<file path="src/rtl/medidor_frequencia.sv">
// Gated frequency counter: counts rising edges of an asynchronous input over a
// fixed window of GATE_CICLOS clk cycles and publishes the count as 4 BCD digits.
module medidor_frequencia #(
    parameter int unsigned GATE_CICLOS = 50000000
) (
    input  logic        clk,
    input  logic        rst,
    input  logic        habilita,
    input  logic        sinal,
    output logic [15:0] freq_bcd,
    output logic        valido,
    output logic        estouro,
    output logic        medindo
);

    typedef enum logic [1:0] {OCIOSO, MEDINDO, PUBLICA} estado_t;

    localparam logic [31:0] GATE_FIM = 32'(GATE_CICLOS - 2);
    localparam logic [15:0] BCD_MAX  = 16'h9999;

    estado_t     estado, prox;
    logic        sync1, sync2, hist, borda;
    logic [31:0] gate;
    logic [15:0] contador, contador_inc, contador_pub;
    logic        flag, cheio;

    function automatic logic [3:0] dig_inc(input logic [3:0] d);
        return (d == 4'd9) ? 4'd0 : d + 4'd1;
    endfunction

    function automatic logic [15:0] bcd_inc(input logic [15:0] v);
        logic c1, c2, c3;
        c1 = (v[3:0] == 4'd9);
        c2 = c1 && (v[7:4] == 4'd9);
        c3 = c2 && (v[11:8] == 4'd9);
        return {c3 ? dig_inc(v[15:12]) : v[15:12],
                c2 ? dig_inc(v[11:8])  : v[11:8],
                c1 ? dig_inc(v[7:4])   : v[7:4],
                dig_inc(v[3:0])};
    endfunction

    assign borda        = sync2 & ~hist;
    assign cheio        = (contador == BCD_MAX);
    assign contador_inc = cheio ? contador : bcd_inc(contador);
    // Value including the edge seen in the current cycle (used while counting and at publication)
    assign contador_pub = borda ? contador_inc : contador;

    always_comb begin
        prox = estado;
        case (estado)
            OCIOSO:  if (habilita) prox = MEDINDO;
            MEDINDO: begin
                if (!habilita)              prox = OCIOSO;
                else if (gate == GATE_FIM)  prox = PUBLICA;
            end
            PUBLICA: prox = habilita ? MEDINDO : OCIOSO;
            default: prox = OCIOSO;
        endcase
    end

    always_ff @(posedge clk) begin
        if (rst) begin
            estado   <= OCIOSO;
            sync1    <= 1'b0;
            sync2    <= 1'b0;
            hist     <= 1'b0;
            gate     <= '0;
            contador <= '0;
            flag     <= 1'b0;
            freq_bcd <= '0;
            valido   <= 1'b0;
            estouro  <= 1'b0;
            medindo  <= 1'b0;
        end else begin
            estado  <= prox;
            sync1   <= sinal;
            sync2   <= sync1;
            hist    <= sync2;
            valido  <= (estado == PUBLICA);
            medindo <= (prox != OCIOSO);

            // Window state clears by default; only an ongoing MEDINDO keeps it
            gate     <= '0;
            contador <= '0;
            flag     <= 1'b0;

            case (estado)
                MEDINDO: begin
                    if (habilita) begin
                        gate     <= gate + 32'd1;
                        contador <= contador_pub;
                        flag     <= flag | (borda & cheio);
                    end
                end
                PUBLICA: begin
                    freq_bcd <= contador_pub;
                    estouro  <= flag | (cheio & borda);
                end
                default: ;
            endcase
        end
    end

endmodule

</file>
<file path="config.mk">
export PLATFORM = sky130hd
export DESIGN_NAME = medidor_frequencia
export DESIGN_NICKNAME = d
export VERILOG_FILES = /design/src/rtl/medidor_frequencia.sv
export SDC_FILE = /design/constraint.sdc
export NUM_CORES = 1
export LEC_CHECK = 0
export BUFFER_PORTS_ARGS = -buffer_cell sky130_fd_sc_hd__buf_2
export CORE_UTILIZATION = 25
export CTS_BUF_LIST = sky130_fd_sc_hd__clkbuf_4
export DETAILED_ROUTE_END_ITERATION = 8
export SYNTH_ARGS = -nofsm -noshare
export SYNTH_HDL_FRONTEND = slang
export SYNTH_SLANG_ARGS = --single-unit
</file>
<file path="constraint.sdc">
create_clock -name clk -period 1.9 [get_ports clk]
set_input_delay 0.19 -clock clk [delete_from_list [all_inputs] [get_ports clk]]
set_output_delay 0.19 -clock clk [all_outputs]
set_load 0.1 [all_outputs]
</file>
Word-level counts from Yosys, hierarchy flattened
Index checks and enable logic that the tools add are counted.

storage, ports and cells
  register bits = 73
  bits of input ports = 4
  output and inout bits = 19
  word-level logic and storage cells = 49

cells by class
  $add $sub $neg = 5
  eq/ne operators = 8
  muxes and demuxes = 14
  bitwise operators = 6
  reduce and logical (&&, ||, !) cells = 5

operators with widths
  kind                                                               number
  32-bit by 1-bit adder with 32-bit output, second input constant    1
  32-bit by 26-bit == test with 1-bit output, second input constant  1
  16-bit 2-to-1 mux                                                  2
  4-bit 2-to-1 mux                                                   7
  4-bit by 1-bit adder with 4-bit output, second input constant      4
  16-bit == test, second input constant                              1
  4-bit == test, second input constant                               4
  2-bit 2-to-1 mux                                                   3
  2-bit one-hot mux with 3 select lines                              1
  1-bit inverter                                                     3
  3-bit OR reduction                                                 1
  1-bit bitwise AND                                                  2
  2-bit by 1-bit == test with 1-bit output, second input constant    1
  2-bit == test, second input constant                               1
  1-bit logical AND                                                  2
  2-bit zero test                                                    1
  2-bit nonzero test                                                 1
  1-bit 2-to-1 mux                                                   1
  1-bit OR                                                           1

Depth between registers and ports, before layout
  depth after elaboration = 6
  gate-level depth with buffers = 6
  mapped depth without buffers = 5

Worst setup path before layout
Ideal clock, no wire load.

  kind = register -> register
  start = register gate[0]
  end = register gate[28]
  setup time = 71 ps
  data arrival time = 1537 ps
  required time = 1829 ps
  slack = 293 ps
  cell stages (with the launch flop) = 7
  path buffers = 1
  period minus slack after synthesis = 1607 ps
  cells stage by stage = dfxtp_1 ha_1 and3_1 buf_2 nand4_2 or4_1 a21oi_1

on the way
  longest elaborated chain between the ends = 1

RTL lines
  element                                   RTL line  text
  start: declaration                        23        logic [31:0] gate;
  start signal: assignment                  90        gate <= gate + 32'd1;
  32-bit by 1-bit adder with 32-bit output  90

No other way between the ends.
A chain may end at the register's enable or synchronous reset.

Worst setup path after layout
Ends and elaborated chain as after synthesis.

==> results.yml <==
timing:
  fmax_mhz: 558.4
  finalSetupViolCount: 0
  tightest_slew_ns: 0.4923
  post-route-period-util_pct: 94.25
  rsz0062_at_grt: "yes"
  max_slew_margin_pct: 67.40
  hold_viol: 0
  finalClockSkew_ns: 0.01383
  fin_ws_ns: 0.1092
  period_minus_slack_ns: 1.791
  drv_slew: 0
finish:
  final_cell_mix: "73 x dfxtp_1, 43 x nor2_1, 28 x a21oi_1"
  fill_cells: 1348
  drive_gt1_share_pct: 16.58
  antennaDiodeCount: 0
  nets: 387
  mostFrequentLayoutCell: "dfxtp_1"
  final_area_mm2: 0.003742
  seq_area_mm2: 0.001461
  final_cell_count_no_fill: 554
  multi_input_area_mm2: 0.001652
  area_growth_pct: 17.11
critical_path:
  crit_family: "simple AND/OR/NAND/NOR gates"
  cp.arrival_ns: 2.15
  critPathMaxFanout: 8
  path_cells: "ha_1 > and3_1 > nand4_2 > or4_1 > a21oi_1"
  worst-path-buf-inv: 0
  critPathLaunchType: "flip-flop"
  path_class: "flip-flop to flip-flop"
  slowest_stage: "or4_1"
  slowest_delay_ns: 0.46
  cp_data_required_time_ns: 2.26
  endpoint_kind: "flip-flop"
outcome:
  status: "complete, no violations"
logic_synthesis:
  synth_top_area_share_pct: 45.73
  synth_cell_types: 47
  synth-edff-count: 0
  synthArstFlopShare_pct: 0
  synth_flop_cell: "dfxtp_1"
  seq_area_frac_synth_pct: 45.73
  syn_nets: 358
  syn_area_per_cell_um2: 9.078
  ys_warn_count: 0
  synthTopCellsByArea: "dfxtp_1 46%, nor2_1 5.1%, a21oi_1 4.4%"
  netlist_area_mm2: 0.003196
  synth_seq_cells: 73
  synth_top_cell_by_area: "dfxtp_1"
  synth_cells: 352
cts:
  clk-insertion-delay-late_ns: 0.43
  numCtsBuffers: 9
  clkSinkCount: 73
  tritoncts: "built"
  cts_root_buf: "clkbuf_4"
  clk_transition_reported_paths_ns: 0.12
  cts.htree.levels: 3
  max-clock-path-buffers: 2
  post_cts_buffers: 0
drt:
  first_pass_iters: 4
  drc_errors: 0
  wirelength_mm: 7.174
  drt.antenna.violating_nets: 0
  avgViaCountPerCell: 4.884
  num_vias: 2706
  drtIter0Drc: 105
  wl_per_cell_um: 12.95
floorplanning:
  core_area_mm2: 0.01221
  start_util_pct: 26.17
  dieHeight_um: 115.1
  placementRows: 40
  fp.dieW_um: 115.1
  io-pin-count: 23
  die-area_mm2: 0.01324
power_and_ir_drop:
  power_density_mw_per_mm2: 766.0
  irDropWorstVdd_mv: 0.3012
  power_leakage_nw: 1.222
global_route:
  grt_pass1_vias: 2570
  grt_max_degree: 32
  grtUsageTotal_pct: 11.72
  grt_overflow: 0
  grt_pass1_wl_mm: 12.16
  antenna_found_initial: 0
placement:
  post_dp_cell_area_mm2: 0.003521
  gp_congestion: 0.8004
  io_buffer_count: 22
  place_hpwl_mm: 4.876
  dp_cells: 536
  pre_cts_slack_ns: 0.1043
hold_path:
  hp-class: "primary input to flip-flop"
run:
  maxCapViolCount: 0
==> cell families after synthesis <==
kind of cell | Yosys count | synth area share [%]
AOI/OAI and AO/OA | 74 | 14.60
xor gates and xnor gates | 17 | 4.660
adders and majority gates | 2 | 0.7830
buffers and inverters | 24 | 3.328
DFF | 73 | 45.73
muxes | 4 | 1.253
and+or+nand+nor | 158 | 29.64
==> metal layers <==
layer	part of all wire (%)	up-vias	GRT usage, %
li1	-	1362	-
met1	47	1293	13.83
met2	48	43	19.92
met3	3.4	8	3.585
met4	1.4	0	4.502
met5	0	-	0
==> metrics by stage <==
stage | TNS [ns] | utilization [%] | power (mW) | hold WS (ns)
after detailed placement | 0 | 28.83 | 1.633 | 0.4232
after floorplan | 0 | - | 1.613 | 0.3182
after global placement | 0 | 28.83 | 1.632 | 0.4207
after global routing | -0.02209 | 30.65 | 2.972 | 0.1183
final | 0 | 30.65 | 2.867 | 0.1211
after CTS | 0 | 30.47 | 2.900 | 0.1002
==> registers in the layout (all words and copies together), names as in the netlist <==
signal,cells
medindo,1
sync2,1
valido,1
estado,2
flag,1
hist,1
estouro,1
gate,32
freq_bcd,16
contador,16
sync1,1
==> cells in the mapped netlist (2+ instances only) <==
master and number:
o22ai_1 3, nor2_1 43, nand3b_1 2, a211oi_1 11, nand4bb_1 4, dfxtp_1 73
a311oi_1 3, mux2i_1 4, a21oi_1 28, o21a_1 3, nand2b_1 7, ha_1 2
xor2_1 9, o21ai_0 10, nand3_1 11, nand4_1 11, nand2_1 14, inv_1 7
and4_1 3, xnor2_1 8, nor2b_1 7, and2_1 4, o31ai_1 10, buf_2 4
nand4_4 2, clkbuf_1 11, or4_1 10, or3_1 11, nor3_1 6, nor4_1 8
and3_1 3, o32ai_1 3, and4bb_2 3
==> power by group <==
part | switching, mW | internal (mW)
combinational | 0.0389 | 0.0182
clock | 0.580 | 0.687
sequential | 0.00541 | 1.54
==> final cells by class <==
type | instances | area share, %
clock inverters | 6 | 3.076
repair buffers | 34 | 5.416
clock buffers | 10 | 2.006
well taps | 168 | 5.617
multi-input cells | 256 | 44.13
flip-flops and latches | 73 | 39.05
inverters | 7 | 0.7021
==> final timing paths <==
kind	startpoint	endpoint	slack, ns	cells past startpoint
hold reg to reg	sync1	sync2	0.46	1
hold / removal	habilita	medindo	0.12	3
setup / recovery	gate[0]	gate[28]	0.11	5
setup reg to reg	gate[0]	gate[28]	0.11	5
==> tightest hold or removal path, delay by kind of cell <==
| family | cells | cell delay, ns |
|---|---|---|
| AOI/OAI and AO/OA | 1 | 0.06 |
| buffers and inverters | 1 | 0.10 |
| and+or+nand+nor | 1 | 0.15 |
==> what timing repair did <==
item | in CTS | in global routing
hold endpoints to repair | 1 | 0
hold buffers | 1 | 0
endpoints found under the setup margin | 0 | 11
gates resized for setup | 0 | 2
(Power assumes the default switching activity.)
